**config.mk**
```make
export PLATFORM = sky130hd
export DESIGN_NAME = gpu_pixel_fetcher
export DESIGN_NICKNAME = d
export VERILOG_FILES = /design/src/rtl/gpu_pixel_fetcher_pkg.sv /design/src/rtl/gpu_fetch_fifo.sv /design/src/rtl/gpu_pixel_fetcher.sv
export SDC_FILE = /design/constraint.sdc
export NUM_CORES = 1
export LEC_CHECK = 0
export CAP_MARGIN = 20
export CORE_ASPECT_RATIO = 1.5
export CORE_MARGIN = 10
export CORE_UTILIZATION = 53
export DETAILED_ROUTE_END_ITERATION = 16
export HOLD_SLACK_MARGIN = 0.1
export PLACE_DENSITY = 0.84
export SYNTH_ARGS = -nofsm -noshare
export SYNTH_HDL_FRONTEND = slang
export SYNTH_HIERARCHICAL = 1
export SYNTH_SLANG_ARGS = --single-unit
export TNS_END_PERCENT = 20
```
**constraint.sdc**
```tcl
create_clock -name clk_pixel_i -period 2.8 [get_ports clk_pixel_i]
set_input_delay 0.56 -clock clk_pixel_i [delete_from_list [all_inputs] [get_ports clk_pixel_i]]
set_output_delay 0.56 -clock clk_pixel_i [all_outputs]
set_load 0.02 [all_outputs]
```
**src/rtl/gpu_pixel_fetcher_pkg.sv**
```systemverilog
// Shared definitions for the pixel fetcher: display mode codes, fetch FSM
// states and the bits-per-pixel / pixels-per-byte mapping.
package gpu_pixel_fetcher_pkg;

  localparam logic [1:0] GPU_MODE_1BPP = 2'b00;
  localparam logic [1:0] GPU_MODE_2BPP = 2'b01;
  localparam logic [1:0] GPU_MODE_4BPP = 2'b10;

  typedef enum logic [1:0] {
    FETCH_IDLE = 2'd0,
    WAIT_LINE  = 2'd1,
    FETCH      = 2'd2,
    DONE       = 2'd3
  } fetch_state_e;

  // Reserved mode code 2'b11 falls back to 1bpp.
  function automatic logic [3:0] ppb_of(input logic [1:0] mode);
    case (mode)
      GPU_MODE_2BPP: ppb_of = 4'd4;
      GPU_MODE_4BPP: ppb_of = 4'd2;
      default:       ppb_of = 4'd8;
    endcase
  endfunction

  function automatic logic [2:0] bpp_of(input logic [1:0] mode);
    case (mode)
      GPU_MODE_2BPP: bpp_of = 3'd2;
      GPU_MODE_4BPP: bpp_of = 3'd4;
      default:       bpp_of = 3'd1;
    endcase
  endfunction

endpackage

```
**src/rtl/gpu_fetch_fifo.sv**
```systemverilog
// Synchronous byte FIFO with flush; flush takes priority over push and pop.
module gpu_fetch_fifo #(
  parameter int DEPTH = 4,
  parameter int W     = 8,
  localparam int AW   = $clog2(DEPTH),
  localparam int CW   = $clog2(DEPTH) + 1
) (
  input  logic          clk_i,
  input  logic          rst_n,
  input  logic          push_i,
  input  logic [W-1:0]  data_i,
  input  logic          pop_i,
  input  logic          flush_i,
  output logic [W-1:0]  data_o,
  output logic [CW-1:0] count_o,
  output logic          full_o,
  output logic          empty_o
);

  logic [W-1:0]  mem_q [DEPTH];
  logic [AW-1:0] wr_ptr_q;
  logic [AW-1:0] rd_ptr_q;
  logic [CW-1:0] count_q;
  logic          do_push_s;
  logic          do_pop_s;

  assign empty_o   = (count_q == {CW{1'b0}});
  assign full_o    = (count_q == CW'(DEPTH));
  assign count_o   = count_q;
  assign data_o    = mem_q[rd_ptr_q];
  assign do_pop_s  = pop_i & ~empty_o;
  assign do_push_s = push_i & (~full_o | do_pop_s);

  // Storage, pointers and occupancy.
  always_ff @(posedge clk_i or negedge rst_n) begin
    if (!rst_n) begin
      for (int i = 0; i < DEPTH; i++) mem_q[i] <= {W{1'b0}};
      wr_ptr_q <= {AW{1'b0}};
      rd_ptr_q <= {AW{1'b0}};
      count_q  <= {CW{1'b0}};
    end else if (flush_i) begin
      wr_ptr_q <= {AW{1'b0}};
      rd_ptr_q <= {AW{1'b0}};
      count_q  <= {CW{1'b0}};
    end else begin
      if (do_push_s) begin
        mem_q[wr_ptr_q] <= data_i;
        wr_ptr_q        <= wr_ptr_q + AW'(1);
      end
      if (do_pop_s) begin
        rd_ptr_q <= rd_ptr_q + AW'(1);
      end
      case ({do_push_s, do_pop_s})
        2'b10:   count_q <= count_q + CW'(1);
        2'b01:   count_q <= count_q - CW'(1);
        default: count_q <= count_q;
      endcase
    end
  end

endmodule

```
**src/rtl/gpu_pixel_fetcher.sv**
```systemverilog
// Pixel-clock framebuffer fetcher: VRAM reads -> prefetch FIFO -> pixel unpacker.
// Optional build macro GPU_FETCH_DOUBLE_SCAN_EN fetches each source line twice.
module gpu_pixel_fetcher
  import gpu_pixel_fetcher_pkg::*;
#(
  parameter int H_PIXELS   = 160,
  parameter int V_LINES    = 120,
  parameter int FIFO_DEPTH = 4
) (
  input  logic        clk_pixel_i,
  input  logic        rst_n,
  input  logic [14:0] fb_base_addr_i,
  input  logic [1:0]  gpu_mode_i,
  input  logic        frame_start_i,
  input  logic        line_start_i,
  input  logic        pixel_req_i,
  output logic [3:0]  pixel_index_o,
  output logic        pixel_valid_o,
  output logic        underrun_o,
  output logic [14:0] vram_rd_addr_o,
  output logic        vram_rd_en_o,
  input  logic [7:0]  vram_rd_data_i
);

  localparam int              LCW     = $clog2(V_LINES + 1);
  localparam int              CW      = $clog2(FIFO_DEPTH) + 1;
  localparam logic [LCW-1:0]  V_LAST  = LCW'(V_LINES);
  localparam logic [14:0]     BPL1    = 15'(H_PIXELS / 8);
  localparam logic [CW:0]     DEPTH_C = (CW + 1)'(FIFO_DEPTH);

  fetch_state_e   state_q, state_d;
  logic [1:0]     mode_q, mode_d;
  logic [14:0]    line_addr_q, line_addr_d;
  logic [LCW-1:0] line_cnt_q, line_cnt_d;
  logic [14:0]    cur_addr_q, cur_addr_d;
  logic [14:0]    bytes_left_q, bytes_left_d;
  logic           rd_en_q, rd_en_d;
  logic [14:0]    rd_addr_q, rd_addr_d;
  logic           ret_q;
  logic           drop_q, drop_d;
  logic           underrun_q, underrun_d;
  logic [7:0]     sh_q, sh_d;
  logic [3:0]     spx_q, spx_d;
`ifdef GPU_FETCH_DOUBLE_SCAN_EN
  logic           phase_q, phase_d;
`endif

  logic [14:0]    bpl_s;
  logic           flush_s;
  logic           pop_s;
  logic           push_s;
  logic [7:0]     fifo_data_s;
  logic [CW-1:0]  fifo_count_s;
  logic           fifo_full_s;
  logic           fifo_empty_s;
  logic [CW:0]    outstanding_s;
  logic           pixel_valid_s;
  logic           consume_s;
  logic [3:0]     head_s;

  assign push_s        = ret_q & ~drop_q;
  assign outstanding_s = {1'b0, fifo_count_s} + (CW + 1)'(rd_en_q) + (CW + 1)'(ret_q);
  assign pixel_valid_s = (spx_q != 4'd0);
  assign consume_s     = pixel_req_i & pixel_valid_s;

  gpu_fetch_fifo #(.DEPTH(FIFO_DEPTH), .W(8)) u_fifo (
    .clk_i   (clk_pixel_i),
    .rst_n   (rst_n),
    .push_i  (push_s),
    .data_i  (vram_rd_data_i),
    .pop_i   (pop_s),
    .flush_i (flush_s),
    .data_o  (fifo_data_s),
    .count_o (fifo_count_s),
    .full_o  (fifo_full_s),
    .empty_o (fifo_empty_s)
  );

  // Bytes per line for the mode latched at frame start.
  always_comb begin
    case (mode_q)
      GPU_MODE_2BPP: bpl_s = BPL1 << 1;
      GPU_MODE_4BPP: bpl_s = BPL1 << 2;
      default:       bpl_s = BPL1;
    endcase
  end

  // Line/frame sequencing and read issue; frame_start outranks line_start.
  always_comb begin
    state_d      = state_q;
    mode_d       = mode_q;
    line_addr_d  = line_addr_q;
    line_cnt_d   = line_cnt_q;
    cur_addr_d   = cur_addr_q;
    bytes_left_d = bytes_left_q;
    rd_en_d      = 1'b0;
    rd_addr_d    = rd_addr_q;
    drop_d       = 1'b0;
    flush_s      = 1'b0;
`ifdef GPU_FETCH_DOUBLE_SCAN_EN
    phase_d      = phase_q;
`endif
    if (frame_start_i) begin
      mode_d      = gpu_mode_i;
      line_addr_d = fb_base_addr_i;
      line_cnt_d  = {LCW{1'b0}};
      state_d     = WAIT_LINE;
      flush_s     = 1'b1;
      drop_d      = rd_en_q;
`ifdef GPU_FETCH_DOUBLE_SCAN_EN
      phase_d     = 1'b0;
`endif
    end else if (line_start_i && (state_q == WAIT_LINE || state_q == FETCH)) begin
      flush_s = 1'b1;
      drop_d  = rd_en_q;
      if (line_cnt_q == V_LAST) begin
        // Only reachable by aborting the final line mid-fetch.
        state_d = DONE;
      end else begin
        state_d      = FETCH;
        cur_addr_d   = line_addr_q;
        bytes_left_d = bpl_s;
`ifdef GPU_FETCH_DOUBLE_SCAN_EN
        phase_d = ~phase_q;
        if (phase_q) begin
          line_addr_d = line_addr_q + bpl_s;
          line_cnt_d  = line_cnt_q + 1'b1;
        end else begin
          line_addr_d = line_addr_q;
        end
`else
        line_addr_d = line_addr_q + bpl_s;
        line_cnt_d  = line_cnt_q + 1'b1;
`endif
      end
    end else if (state_q == FETCH) begin
      if (bytes_left_q == 15'd0) begin
        state_d = (line_cnt_q == V_LAST) ? DONE : WAIT_LINE;
      end else if ((outstanding_s < DEPTH_C) && !fifo_full_s) begin
        rd_en_d      = 1'b1;
        rd_addr_d    = cur_addr_q;
        cur_addr_d   = cur_addr_q + 15'd1;
        bytes_left_d = bytes_left_q - 15'd1;
      end else begin
        rd_en_d = 1'b0;
      end
    end else begin
      state_d = state_q;
    end
  end

  // Shifter load/advance and sticky underrun.
  always_comb begin
    sh_d       = sh_q;
    spx_d      = spx_q;
    pop_s      = 1'b0;
    underrun_d = underrun_q;
    if (flush_s) begin
      sh_d  = 8'd0;
      spx_d = 4'd0;
    end else if (((spx_q == 4'd0) || (consume_s && spx_q == 4'd1)) && !fifo_empty_s) begin
      pop_s = 1'b1;
      sh_d  = fifo_data_s;
      spx_d = ppb_of(mode_q);
    end else if (consume_s) begin
      sh_d  = sh_q << bpp_of(mode_q);
      spx_d = spx_q - 4'd1;
    end else begin
      sh_d = sh_q;
    end
    if (frame_start_i) begin
      underrun_d = 1'b0;
    end else if (pixel_req_i && !pixel_valid_s) begin
      underrun_d = 1'b1;
    end else begin
      underrun_d = underrun_q;
    end
  end

  // Palette index at the MSB end of the shifter.
  always_comb begin
    case (mode_q)
      GPU_MODE_2BPP: head_s = {2'b00, sh_q[7:6]};
      GPU_MODE_4BPP: head_s = sh_q[7:4];
      default:       head_s = {3'b000, sh_q[7]};
    endcase
  end

  assign pixel_valid_o  = pixel_valid_s;
  assign pixel_index_o  = pixel_valid_s ? head_s : 4'd0;
  assign underrun_o     = underrun_q;
  assign vram_rd_en_o   = rd_en_q;
  assign vram_rd_addr_o = rd_addr_q;

  // State and datapath registers.
  always_ff @(posedge clk_pixel_i or negedge rst_n) begin
    if (!rst_n) begin
      state_q      <= FETCH_IDLE;
      mode_q       <= GPU_MODE_1BPP;
      line_addr_q  <= 15'd0;
      line_cnt_q   <= {LCW{1'b0}};
      cur_addr_q   <= 15'd0;
      bytes_left_q <= 15'd0;
      rd_en_q      <= 1'b0;
      rd_addr_q    <= 15'd0;
      ret_q        <= 1'b0;
      drop_q       <= 1'b0;
      underrun_q   <= 1'b0;
      sh_q         <= 8'd0;
      spx_q        <= 4'd0;
    end else begin
      state_q      <= state_d;
      mode_q       <= mode_d;
      line_addr_q  <= line_addr_d;
      line_cnt_q   <= line_cnt_d;
      cur_addr_q   <= cur_addr_d;
      bytes_left_q <= bytes_left_d;
      rd_en_q      <= rd_en_d;
      rd_addr_q    <= rd_addr_d;
      ret_q        <= rd_en_q;
      drop_q       <= drop_d;
      underrun_q   <= underrun_d;
      sh_q         <= sh_d;
      spx_q        <= spx_d;
    end
  end

`ifdef GPU_FETCH_DOUBLE_SCAN_EN
  // Selects first or repeat scan of the current source line.
  always_ff @(posedge clk_pixel_i or negedge rst_n) begin
    if (!rst_n) begin
      phase_q <= 1'b0;
    end else begin
      phase_q <= phase_d;
    end
  end
`endif

endmodule
```
Word-level counts from Yosys, hierarchy flattened

Cells that the tools add are included.

Flip-flop bits (word level): 126
Word-level logic and storage cells: 153
Output and inout port bits: 22

Eq/ne operators: 12
Shift operators: 1
Bitwise gates (word level): 14
Reduce and logical (&&, ||, !) cells: 30
Add/sub/neg operators: 11
Muxes and demuxes: 61
Order comparisons: 4

Operators with widths:

| kind                                                | number |
|---|---|
| 2-to-1 mux 15 bit                                   | 13 |
| 2-to-1 mux 8 bit                                    | 6 |
| bitwise mux 32 bit                                  | 1 |
| 2-to-1 mux 7 bit                                    | 3 |
| 2-to-1 mux 2 bit                                    | 9 |
| binary-select mux 8 bit (select 2 bit)              | 1 |
| demux 8 bit (select 2 bit)                          | 1 |
| 2-to-1 mux 4 bit                                    | 4 |
| one-hot mux 4 bit (2 select lines)                  | 2 |
| adder 15 x 1 -> 15 bit (second input constant)      | 1 |
| adder 15 bit                                        | 1 |
| zero test 15 bit                                    | 1 |
| subtractor 15 x 1 -> 15 bit (second input constant) | 1 |
| 2-to-1 mux 1 bit                                    | 14 |
| one-hot mux 7 bit (2 select lines)                  | 1 |
| 2-to-1 mux 3 bit                                    | 4 |
| one-hot mux 3 bit (2 select lines)                  | 2 |
| nonzero test 2 bit                                  | 6 |
| nonzero test 3 bit                                  | 4 |
| AND reduction 5 bit                                 | 2 |
| << shifter 8 x 3 -> 8 bit                           | 1 |
| adder 7 x 1 -> 7 bit (second input constant)        | 1 |
| == test 7 bit (second input constant)               | 1 |
| NOT 1 bit                                           | 7 |
| other kinds (24)                                    | 46 |

Longest topological paths before layout

Gate-level depths: netlist (run 1).

Word-level depth: 13
Mapped depth: 14
Depth with buffers taken out: 11

Modules after synthesis

The synthesis (run 1) kept the hierarchy.

By module, submodules not included:

| module            | instances | area each (um^2) | cells an instance | sequential area each (um^2) |
|---|---|---|---|---|
| gpu_pixel_fetcher | 1         | 5,021.1          | 546               | 2,177.1 |
| gpu_fetch_fifo    | 1         | 1,984.4          | 141               | 975.9 |

Worst setup path before layout (run 1)

OpenSTA, ideal clock, no wires.

Kind: input -> register
Start: in frame_start_i
End: reg u_fifo.count_q[2] (netlist: u_fifo/count_o[2])
Stages: 11
Setup time: 0.082 ns
Slack: -0.250 ns
Arrival time: 2.968 ns
Cells stage by stage: clkbuf_1 inv_1 nand2_1 clkbuf_1 nor2_1 clkbuf_1 nand2b_1 nor2_1 fa_1 or4_1 a31oi_1

Cells in the longest elaborated chain, start to end: 8
Elaborated cells between the ends (all ways): 10
Classes of those cells: eq/ne: 2; mux: 4; bitwise: 3; reduce/logical: 1

Ends and longest elaborated chain:

| what                                                    | line                     | RTL |
|---|---|---|
| start, declared                                         | gpu_pixel_fetcher.sv:14  | `input logic frame_start_i,` |
| 2-to-1 mux 1 bit (*)                                    | gpu_pixel_fetcher.sv:103 | `if (frame_start_i) begin` |
| via flush_s                                             | gpu_pixel_fetcher.sv:49  | `logic flush_s;` |
| 2-to-1 mux 1 bit (*)                                    | gpu_pixel_fetcher.sv:158 | `if (flush_s) begin` |
| via pop_s                                               | gpu_pixel_fetcher.sv:50  | `logic pop_s;` |
| AND 1 bit (*)                                           | gpu_fetch_fifo.sv:31     | `assign do_pop_s = pop_i & ~empty_o;` |
| bitwise OR 1 bit                                        | gpu_fetch_fifo.sv:32     | `assign do_push_s = push_i & (~full_o \| do_pop_s);` |
| AND 1 bit                                               | gpu_fetch_fifo.sv:32     |  |
| == test 2 x 1 -> 1 bit or == test 2 bit (tied branches) | gpu_fetch_fifo.sv:53     | `case ({do_push_s, do_pop_s})` |
| one-hot mux 3 bit (2 select lines)                      | gpu_fetch_fifo.sv:53     |  |
| 2-to-1 mux 3 bit                                        | gpu_fetch_fifo.sv:41     | `end else if (flush_i) begin` |
| end signal, assigned                                    | gpu_fetch_fifo.sv:40     | `count_q <= {CW{1'b0}};` |
| end signal, assigned                                    | gpu_fetch_fifo.sv:54     | `2'b10: count_q <= count_q + CW'(1);` |
| end signal, assigned                                    | gpu_fetch_fifo.sv:55     | `2'b01: count_q <= count_q - CW'(1);` |
| end, declared                                           | gpu_fetch_fifo.sv:23     | `logic [CW-1:0] count_q;` |

Mark *: on every way through the listed nets, which the timed path passes. The rest lies on a longest branch.
A chain may end at the register's enable or synchronous reset.

Worst setup path in the final report (run 1)

Start: reg mode_q[0]
End: out pixel_index_o[3]

Cells in the longest elaborated chain, start to end: 3
Elaborated cells between the ends (all ways): 4
Classes of those cells: eq/ne: 2; mux: 2

Ends and longest elaborated chain:

| what                                                    | line                     | RTL |
|---|---|---|
| start, declared                                         | gpu_pixel_fetcher.sv:32  | `logic [1:0] mode_q, mode_d;` |
| start signal, assigned                                  | gpu_pixel_fetcher.sv:213 | `mode_q <= mode_d;` |
| == test 2 bit or == test 2 x 1 -> 1 bit (tied branches) | gpu_pixel_fetcher.sv:182 | `case (mode_q)` |
| one-hot mux 4 bit (2 select lines) (*)                  | gpu_pixel_fetcher.sv:182 |  |
| 2-to-1 mux 4 bit (*)                                    | gpu_pixel_fetcher.sv:190 | `assign pixel_index_o = pixel_valid_s ? head_s : 4'd0;` |
| end, declared                                           | gpu_pixel_fetcher.sv:17  | `output logic [3:0] pixel_index_o,` |

Mark *: on every way between the ends. The rest lies on a longest branch, timed or not.

==> impl_table.tex, run 1 <==
\begin{tabular}{lr}
\hline
Metric & Value \\
\hline
\multicolumn{2}{l}{\textbf{Outcome}} \\
\quad Status & finished, final reports clean \\
\multicolumn{2}{l}{\textbf{Synthesis}} \\
\quad Ys Warns & 6 \\
\quad Number of synthesized flops with an enable pin & 0 \\
\quad Post-synth design cell area & 7010 sq um \\
\quad Post-synth net total & 738 \\
\quad Top cells by area in the synthesized netlist & sky130\_fd\_sc\_hd\_\_dfrtp\_1 (45\%), sky130\_fd\_sc\_hd\_\_mux2\_2 (7.2\%), sky130\_fd\_sc\_hd\_\_ha\_1 (3.6\%) \\
\quad Leading register cell type out of synthesis & sky130\_fd\_sc\_hd\_\_dfrtp\_1 \\
\quad Largest area contributor in the netlist & sky130\_fd\_sc\_hd\_\_dfrtp\_1 \\
\quad Post-synthesis cell count & 687 \\
\quad Share of the yosys chip area belonging to registers & 45.0\% \\
\quad Share of async-settable or async-resettable flops after synthesis & 100\% \\
\quad Share of Yosys cell area claimed by the top area cell type & 45.0\% \\
\quad Flops \& latches, synth & 126 \\
\quad Count of unique library cells instantiated by Yosys & 72 \\
\quad Avg Synthesized Cell Area & 10.2 sq um \\
\multicolumn{2}{l}{\textbf{Pwr}} \\
\quad Leakage power & 0.00373 uW \\
\quad Power density over cell area & 810 nW/um\^{}2 \\
\quad Max VDD drop & 518 uV \\
\multicolumn{2}{l}{\textbf{Critical path}} \\
\quad Largest fanout on the critical path & 19 \\
\quad Kind of end point of the critical path & primary output \\
\quad Series of cell instances along the critical path & inv\_1, ha\_1, buf\_4, nor2\_1, and3\_1, dlygate4sd2\_1 \\
\quad Master of the slowest instance on the critical path & sky130\_fd\_sc\_hd\_\_dfrtp\_1 \\
\quad Worst endpoint data arrival time & 2.14 ns \\
\quad Critical path startpoint category & flop \\
\quad Slowest stage delay, CP & 0.38 ns \\
\quad Required time of the worst setup path & 2.24 ns \\
\quad Type of the setup path with the least slack & reg -> out \\
\multicolumn{2}{l}{\textbf{GRT}} \\
\quad Global-route wire length before repair & 29900 microns \\
\quad Number of antenna violations at the first check in global routing & 0 \\
\quad All-layer global routing usage & 20.1\% \\
\quad Remaining global-route overflow & 0 \\
\quad Pin count of the biggest net entering global routing & 60 \\
\quad Vias in the first global route & 6193 \\
\multicolumn{2}{l}{\textbf{STA}} \\
\quad Final critical delay including setup and external delays & 2.70 ns \\
\quad Tightest hold margin & 0.172 ns \\
\quad Post-route fraction of the period consumed by the critical path & 96.5\% \\
\quad Worst Slack Setup Final & 0.0986 ns \\
\quad Setup repair after global routing missed its margin & no \\
\quad Worst slew margin & 46.6\% \\
\quad Max Clock Skew & 0.00619 ns \\
\quad Number of endpoints failing setup at the final stage & 0 \\
\quad Max Slew Vio Count & 0 \\
\quad Maximum operating frequency & 0.370 GHz \\
\quad Final Hold Violating Endpoints & 0 \\
\quad Measured slew at the worst slew-check pin & 0.800 ns \\
\multicolumn{2}{l}{\textbf{Clock network}} \\
\quad CTS tree & done \\
\quad Cts-stage hold buffer count & 0 \\
\quad PostCTS Resize Cnt & 7 \\
\quad Number of CTS-inserted buffers & 17 \\
\quad Count of clock tree sinks & 126 \\
\quad Setup Buffers After CTS & 0 \\
\quad Clock latency on the worst-skew pair & 0.43 ns \\
\quad Clock Root Buffer & sky130\_fd\_sc\_hd\_\_clkbuf\_16 \\
\quad Maximum clock path buffer count & 2 \\
\quad Count of H-tree levels built during CTS & 4 \\
\quad Clock Pin Slew Worst Setup and Hold Paths & 0.06 ns \\
\multicolumn{2}{l}{\textbf{Placement}} \\
\quad Hpwl dp & 12800 microns \\
\quad Weighted congestion at the end of routability-driven global placement & 0.893 \\
\quad Post-Place Setup Slack & -0.0516 ns \\
\quad Port Buffers & 51 \\
\multicolumn{2}{l}{\textbf{Die}} \\
\quad Core region area & 13000 sq um \\
\quad Rows & 51 \\
\quad Die boundary width & 114 microns \\
\quad Height of the die & 161 microns \\
\quad Starting Density & 54.1\% \\
\quad Number of top-level design ports & 52 \\
\quad Die area & 18300 sq um \\
\multicolumn{2}{l}{\textbf{Route}} \\
\quad Remaining design rule violation count & 0 \\
\quad Antenna-violating nets left & 0 \\
\quad Via total after detailed routing & 5803 \\
\quad Total wire length after detailed routing & 18000 microns \\
\quad Drt via density & 6.28 \\
\quad Drt first pass iters & 5 \\
\quad WL/cell & 19.5 microns \\
\quad First DRT Iteration DRCs & 339 \\
\multicolumn{2}{l}{\textbf{Final layout}} \\
\quad Synth-to-Final Area Change & 20.4\% \\
\quad Net count, final & 803 \\
\quad Count of inserted antenna diode cells & 0 \\
\quad Share of post-route cells with drive strength above 1 & 19.0\% \\
\quad Fillcell total & 927 \\
\multicolumn{2}{l}{\textbf{Worst hold path}} \\
\quad Class of the tightest hold or removal check & in -> async \\
\multicolumn{2}{l}{\textbf{Flow run}} \\
\quad Number of max-cap violations & 0 \\
\hline
\end{tabular}
[where the power goes]
| group | leakage [uW] | internal, uW | switching (uW) |
|---|---|---|---|
| Clock | 0.000268 | 1330 | 856 |
| Sequential | 0.00164 | 2190 | 378 |
| Combinational | 0.00182 | 932 | 1150 |
[synth_stat cells (8+ instances only)]
library cell and n:
sky130_fd_sc_hd__nand2_1 52, sky130_fd_sc_hd__nand4_1 9, sky130_fd_sc_hd__nand3_1 16, sky130_fd_sc_hd__a21oi_1 36
sky130_fd_sc_hd__dfrtp_1 126, sky130_fd_sc_hd__mux2_2 45, sky130_fd_sc_hd__mux4_2 10, sky130_fd_sc_hd__xor2_1 13
sky130_fd_sc_hd__inv_1 26, sky130_fd_sc_hd__clkbuf_1 29, sky130_fd_sc_hd__a31oi_1 13, sky130_fd_sc_hd__nor4_1 8
sky130_fd_sc_hd__mux2i_1 8, sky130_fd_sc_hd__ha_1 20, sky130_fd_sc_hd__nor2_1 58, sky130_fd_sc_hd__o211ai_1 8
sky130_fd_sc_hd__nor3_1 20, sky130_fd_sc_hd__o21ai_0 41
[path summary, 6_finish.rpt]
check / startpoint / endpoint / slack [ns] / cells after the start
worst min-delay path: rst_n / line_cnt_q[3]$_DFFE_PN0P_ / 0.17 / 1
min in group clk_pixel_i: vram_rd_en_o$_DFF_PN0_ / ret_q$_DFF_PN0_ / 0.46 / 0
max in group asynchronous: rst_n / u_fifo/mem_q[21]$_DFFE_PN0P_ / 1.88 / 2
worst max register to register: mode_q[0]$_DFFE_PN0P_ / line_addr_q[14]$_DFFE_PN0P_ / 0.14 / 9
worst max-delay path: mode_q[0]$_DFFE_PN0P_ / pixel_index_o[3] / 0.1 / 6
worst min register to register: vram_rd_en_o$_DFF_PN0_ / ret_q$_DFF_PN0_ / 0.46 / 0
[through the flow]
step	power (uW)	utilization, %	TNS [ns]	instance area [sq um]	instances
final	6830	65.1	0	8430	924
after global placement	4480	60.5	-0.00243	7840	892
after detailed placement	4580	60.5	-0.0659	7840	892
after floorplan	3820	-	0	7020	687
after global routing	7180	65.1	0	8430	924
after CTS	6840	65.1	0	8430	924
[cell families (layout without fill, tap and decap cells)]
group / count (synthesis) / in the layout / share of synthesized area [%]
muxes: 67 / 67 / 12.2
xor gates and xnor gates: 20 / 20 / 2.50
buffers and inverters: 68 / 146 / 4.02
and+or+nand+nor: 220 / 220 / 16.5
DFF: 126 / 126 / 45.0
AOI/OAI and AO/OA: 165 / 165 / 15.8
adders and majority gates: 21 / 21 / 3.86
[state kept, by name, indices dropped and copies added, names as in the netlist, 3 cells and up]
| name | cells |
|---|---|
| bytes_left_q | 15 |
| cur_addr_q | 15 |
| line_addr_q | 15 |
| line_cnt_q | 7 |
| sh_q | 8 |
| spx_q | 4 |
| u_fifo/count_o | 3 |
| u_fifo/mem_q | 32 |
| vram_rd_addr_o | 15 |
[critical path: cells and delay by family, from the launching register on]
family / cells / cell delay [ns]
buf+inv: 3 / 0.66
fa+ha+maj: 1 / 0.35
simple gates: 2 / 0.33
flops: 1 / 0.38
[metal layers]
layer	global-route usage (%)	vias to the layer above	part of all wire, %
met5	0	-	0
met4	11.3	0	4.0
met3	4.51	69	5.4
met2	36.6	228	55
met1	20.2	2844	36
li1	-	2662	-
[layout by cell type, fill, tap and decap left out, types with 17 or more instances in the layout]
master | netlist | layout
sky130_fd_sc_hd__buf_4 | 1 | 36
sky130_fd_sc_hd__clkdlybuf4s50_1 | 0 | 45
sky130_fd_sc_hd__a21oi_1 | 36 | 36
sky130_fd_sc_hd__mux2_2 | 45 | 45
sky130_fd_sc_hd__nor3_1 | 20 | 19
sky130_fd_sc_hd__nand2_1 | 52 | 51
sky130_fd_sc_hd__o21ai_0 | 41 | 41
sky130_fd_sc_hd__dfrtp_1 | 126 | 126
sky130_fd_sc_hd__ha_1 | 20 | 19
sky130_fd_sc_hd__nor2_1 | 58 | 58
sky130_fd_sc_hd__clkbuf_16 | 0 | 17
sky130_fd_sc_hd__inv_1 | 26 | 26
[layout make-up]
class                           count  area (sq um)  share of cell area [%]
Tap cell                          159           199                    2.36
Clock inverter                     13           141                    1.68
Timing Repair Buffer               88           806                    9.55
Clock buffer                       19           443                    5.25
Inverter                           26          97.6                    1.16
Multi-Input combinational cell    493          3590                    42.6
Sequential cell                   126          3150                    37.4
No activity file was read; power rests on OpenSTA's default activity.
==> run 2: changes to the inputs <==
--- a/config.mk
+++ b/config.mk
@@ -10,7 +10,6 @@
 export CORE_MARGIN = 10
 export CORE_UTILIZATION = 53
 export DETAILED_ROUTE_END_ITERATION = 16
-export HOLD_SLACK_MARGIN = 0.1
 export PLACE_DENSITY = 0.84
 export SYNTH_ARGS = -nofsm -noshare
 export SYNTH_HDL_FRONTEND = slang
==> results of run 2 <==
Same layout as run 1: the final DEF is identical, and so are final timing and power.
==> run 3: changes to the inputs <==
--- a/config.mk
+++ b/config.mk
@@ -13,6 +13,5 @@
 export PLACE_DENSITY = 0.84
 export SYNTH_ARGS = -nofsm -noshare
 export SYNTH_HDL_FRONTEND = slang
-export SYNTH_HIERARCHICAL = 1
 export SYNTH_SLANG_ARGS = --single-unit
 export TNS_END_PERCENT = 20
==> impl_table.tex, run 3 <==
\begin{tabular}{lr}
\hline
Metric & Value \\
\hline
\multicolumn{2}{l}{\textbf{Outcome}} \\
\quad Status & finished, final reports clean \\
\multicolumn{2}{l}{\textbf{GRT}} \\
\quad Pin count of the biggest net entering global routing & 52 (-13\%) \\
\quad Vias in the first global route & 5720 (-7.6\%) \\
\quad All-layer global routing usage & 18.6\% (-1.5 points) \\
\quad Global-route wire length before repair & 27900 microns (-6.7\%) \\
\quad Number of antenna violations at the first check in global routing & 0 (unchanged) \\
\quad Remaining global-route overflow & 0 (unchanged) \\
\multicolumn{2}{l}{\textbf{Worst hold path}} \\
\quad Class of the tightest hold or removal check & in -> async \\
\multicolumn{2}{l}{\textbf{Synthesis}} \\
\quad Ys Warns & 0 (-6) \\
\quad Post-synth design cell area & 6810 sq um (-2.8\%) \\
\quad Avg Synthesized Cell Area & 10.5 sq um (+2.6\%) \\
\quad Share of Yosys cell area claimed by the top area cell type & 46.3\% (+1.3 points) \\
\quad Most repeated cell in the gate-level netlist after synthesis & sky130\_fd\_sc\_hd\_\_dfrtp\_1 \\
\quad Post-synth net total & 703 (-4.7\%) \\
\quad Share of the yosys chip area belonging to registers & 46.3\% (+1.3 points) \\
\quad Largest area contributor in the netlist & sky130\_fd\_sc\_hd\_\_dfrtp\_1 \\
\quad Count of unique library cells instantiated by Yosys & 73 (+1.4\%) \\
\quad Top cells by area in the synthesized netlist & sky130\_fd\_sc\_hd\_\_dfrtp\_1 (46\%), sky130\_fd\_sc\_hd\_\_mux2\_2 (6.8\%), sky130\_fd\_sc\_hd\_\_ha\_1 (3.7\%) \\
\quad Top cell types by occurrence after synthesis & sky130\_fd\_sc\_hd\_\_dfrtp\_1 (126), sky130\_fd\_sc\_hd\_\_nand2\_1 (54), sky130\_fd\_sc\_hd\_\_nor2\_1 (53), sky130\_fd\_sc\_hd\_\_a21oi\_1 (49), sky130\_fd\_sc\_hd\_\_o21ai\_0 (43) \\
\quad Number of synthesized flops with an enable pin & 0 (unchanged) \\
\quad Leading register cell type out of synthesis & sky130\_fd\_sc\_hd\_\_dfrtp\_1 \\
\quad Share of async-settable or async-resettable flops after synthesis & 100\% (unchanged) \\
\quad Flops \& latches, synth & 126 (unchanged) \\
\quad Post-synthesis cell count & 651 (-5.2\%) \\
\multicolumn{2}{l}{\textbf{Final layout}} \\
\quad Area of all placed cells without fillers & 8120 sq um (-3.7\%) \\
\quad Most used cells in the layout excluding fill and tap cells & sky130\_fd\_sc\_hd\_\_dfrtp\_1 (126), sky130\_fd\_sc\_hd\_\_nand2\_1 (54), sky130\_fd\_sc\_hd\_\_nor2\_1 (53) \\
\quad Top register by number of flip-flops & u\_fifo.mem\_q \\
\quad Synth-to-Final Area Change & 19.3\% \\
\quad Multi-input combinational cell area & 3450 sq um (-4.0\%) \\
\quad Share of post-route cells with drive strength above 1 & 18.3\% (-0.61 points) \\
\quad Filler-free cell count of the finished design & 881 (-4.7\%) \\
\quad Fillcell total & 943 (+1.7\%) \\
\quad Count of inserted antenna diode cells & 0 (unchanged) \\
\quad Reg area & 3150 sq um (unchanged) \\
\quad Net count, final & 764 (-4.9\%) \\
\quad Leading cell type in the layout, fill and taps excluded & sky130\_fd\_sc\_hd\_\_dfrtp\_1 \\
\quad Final standard cell utilization of the core & 64.9\% (-0.21 points) \\
\quad Flip-flop count of the largest register, all copies and words added & 32 (unchanged) \\
\multicolumn{2}{l}{\textbf{Clock network}} \\
\quad Setup Buffers After CTS & 0 (unchanged) \\
\quad Clock Pin Slew Worst Setup and Hold Paths & 0.06 ns (about the same) \\
\quad CTS tree & done \\
\quad Number of CTS-inserted buffers & 17 (unchanged) \\
\quad Count of clock tree sinks & 126 (unchanged) \\
\quad Clock latency on the worst-skew pair & 0.42 ns (about the same) \\
\quad Count of H-tree levels built during CTS & 4 (unchanged) \\
\quad Clock Root Buffer & sky130\_fd\_sc\_hd\_\_clkbuf\_16 \\
\quad Maximum clock path buffer count & 2 (unchanged) \\
\multicolumn{2}{l}{\textbf{Route}} \\
\quad Total wire length after detailed routing & 16700 microns (-7.5\%) \\
\quad First DRT Iteration DRCs & 306 (-9.7\%) \\
\quad Antenna-violating nets left & 0 (unchanged) \\
\quad Drt first pass iters & 5 (unchanged) \\
\quad Drt via density & 6.26 (-0.31\%) \\
\quad Via total after detailed routing & 5516 (-4.9\%) \\
\quad Remaining design rule violation count & 0 (unchanged) \\
\quad WL/cell & 19.0 microns (-3.0\%) \\
\multicolumn{2}{l}{\textbf{Pwr}} \\
\quad Power, Total & 7360 uW (+7.7\%) \\
\quad Max VDD drop & 839 uV (+62\%) \\
\quad Leakage power & 0.00353 uW (-5.4\%) \\
\quad Power density over cell area & 906 nW/um\^{}2 (+12\%) \\
\multicolumn{2}{l}{\textbf{STA}} \\
\quad Max Slew Vio Count & 0 (unchanged) \\
\quad Number of endpoints failing setup at the final stage & 0 (unchanged) \\
\quad Max Clock Skew & 0.00875 ns (+0.00256 ns) \\
\quad Measured slew at the worst slew-check pin & 0.658 ns (-0.142 ns) \\
\quad Total negative setup slack & 0 ns (unchanged) \\
\quad Setup repair after global routing missed its margin & no \\
\quad Worst slew margin & 56.2\% (+9.6 points) \\
\quad Post-route fraction of the period consumed by the critical path & 96.6\% (about the same) \\
\quad Maximum operating frequency & 0.370 GHz (about the same) \\
\quad Final Hold Violating Endpoints & 0 (unchanged) \\
\quad Final critical delay including setup and external delays & 2.70 ns (+0.00269 ns) \\
\multicolumn{2}{l}{\textbf{Die}} \\
\quad Core region area & 12500 sq um (-3.4\%) \\
\quad Die boundary width & 113 microns (-1.2\%) \\
\quad Number of top-level design ports & 52 (unchanged) \\
\quad Height of the die & 159 microns (-1.2\%) \\
\quad Die area & 17900 sq um (-2.4\%) \\
\quad Rows & 50 (-2.0\%) \\
\quad Starting Density & 54.4\% (+0.34 points) \\
\multicolumn{2}{l}{\textbf{Placement}} \\
\quad Port Buffers & 51 (unchanged) \\
\quad Cell total after placement & 849 (-4.8\%) \\
\quad Weighted congestion at the end of routability-driven global placement & 0.864 (-3.3\%) \\
\quad Hpwl dp & 12100 microns (-5.2\%) \\
\quad Area after detailed placement & 7530 sq um (-3.9\%) \\
\multicolumn{2}{l}{\textbf{Critical path}} \\
\quad Launching point of the worst reg2reg path & bytes\_left\_q[0]\$\_DFFE\_PN0P\_ \\
\quad Critical path startpoint & spx\_q[0]\$\_DFFE\_PN0P\_ \\
\quad Required time of the worst setup path & 2.24 ns (about the same) \\
\quad Largest fanout on the critical path & 5 (-14) \\
\quad Worst endpoint data arrival time & 2.14 ns (about the same) \\
\quad Reg-to-reg setup timing slack & 0.26 ns (+0.12 ns) \\
\quad Type of the setup path with the least slack & reg -> out \\
\quad Reg2reg path depth & 8 (-1) \\
\quad Kind of end point of the critical path & primary output \\
\quad End point of the critical path & pixel\_valid\_o \\
\quad Reg-to-Reg End & bytes\_left\_q[5]\$\_DFFE\_PN0P\_ \\
\quad Critical path startpoint category & flop \\
\multicolumn{2}{l}{\textbf{Flow run}} \\
\quad Number of max-cap violations & 0 (unchanged) \\
\hline
\end{tabular}
-- run 3: worst min-delay path by stage --
| stage | from | to | slack, ns | cells after the start |
|---|---|---|---|---|
| 3_3_place_gp | vram_rd_en_o$_DFF_PN0_ | ret_q$_DFF_PN0_ | 0.45 | 0 |
| 2_1_floorplan | rst_n | bytes_left_q[0]$_DFFE_PN0P_ | 0.26 | 0 |
| 3_5_place_dp | vram_rd_en_o$_DFF_PN0_ | ret_q$_DFF_PN0_ | 0.45 | 0 |
| 4_1_cts | rst_n | vram_rd_addr_o[3]$_DFFE_PN0P_ | 0.20 | 1 |
| 6_report | rst_n | vram_rd_addr_o[5]$_DFFE_PN0P_ | 0.17 | 1 |
| 5_1_grt | rst_n | vram_rd_addr_o[3]$_DFFE_PN0P_ | 0.23 | 1 |
-- run 3: final cells by class --
type,count,share of cell area (%)
clock inverter,10,1.40
inverter,18,0.832
timing repair buffer,72,8.34
sequential,126,38.8
tap,156,2.40
clock buffer,22,5.72
multi-input combinational,477,42.5
-- run 3: report_power, final --
group          switching (uW)  internal (uW)
clock network             794           1350
registers                 460           2230
logic                    1380           1150
total                    2630           4730
-- run 3: cells by family after synthesis --
logic type                 count (synthesis)  share of synthesized area, %
AOI/OAI and AO/OA                        169                          16.0
xor gates and xnor gates                  17                          2.19
adders and majority gates                 22                          4.26
buffers and inverters                     48                          3.20
DFF                                      126                          46.3
muxes                                     63                          12.5
and+or+nand+nor                          206                          15.6
-- run 3: metal layers --
metal  vias up  track usage, %  share of wire, %
li1       2531               -                 -
met1      2734            20.1                38
met2       198            33.1                54
met3        53            3.92               4.4
met4         0            9.09               3.6
met5         -               0                 0
-- run 3: worst max-delay path: stages, from the launching register on --
cell	delay, ns
sky130_fd_sc_hd__dfrtp_1	0.42
sky130_fd_sc_hd__inv_1	0.10
sky130_fd_sc_hd__ha_1	0.18
sky130_fd_sc_hd__nor3b_4	0.29
sky130_fd_sc_hd__inv_1	0.17
sky130_fd_sc_hd__clkdlybuf4s50_1	0.57
-- run 3: what timing repair did --
item                                    CTS  global route
resized for setup                         6             1
endpoints found under the hold margin     0             0
hold buffers                              0             0
endpoints found under the setup margin    4             1
-- run 3: through the flow --
step | setup slack [ns] | hold WS (ns)
after floorplan | 0.175 | 0.264
after global routing | 0.0189 | 0.229
after detailed placement | 0.197 | 0.445
final | 0.0959 | 0.170
after CTS | 0.00593 | 0.197
after global placement | 0.294 | 0.446
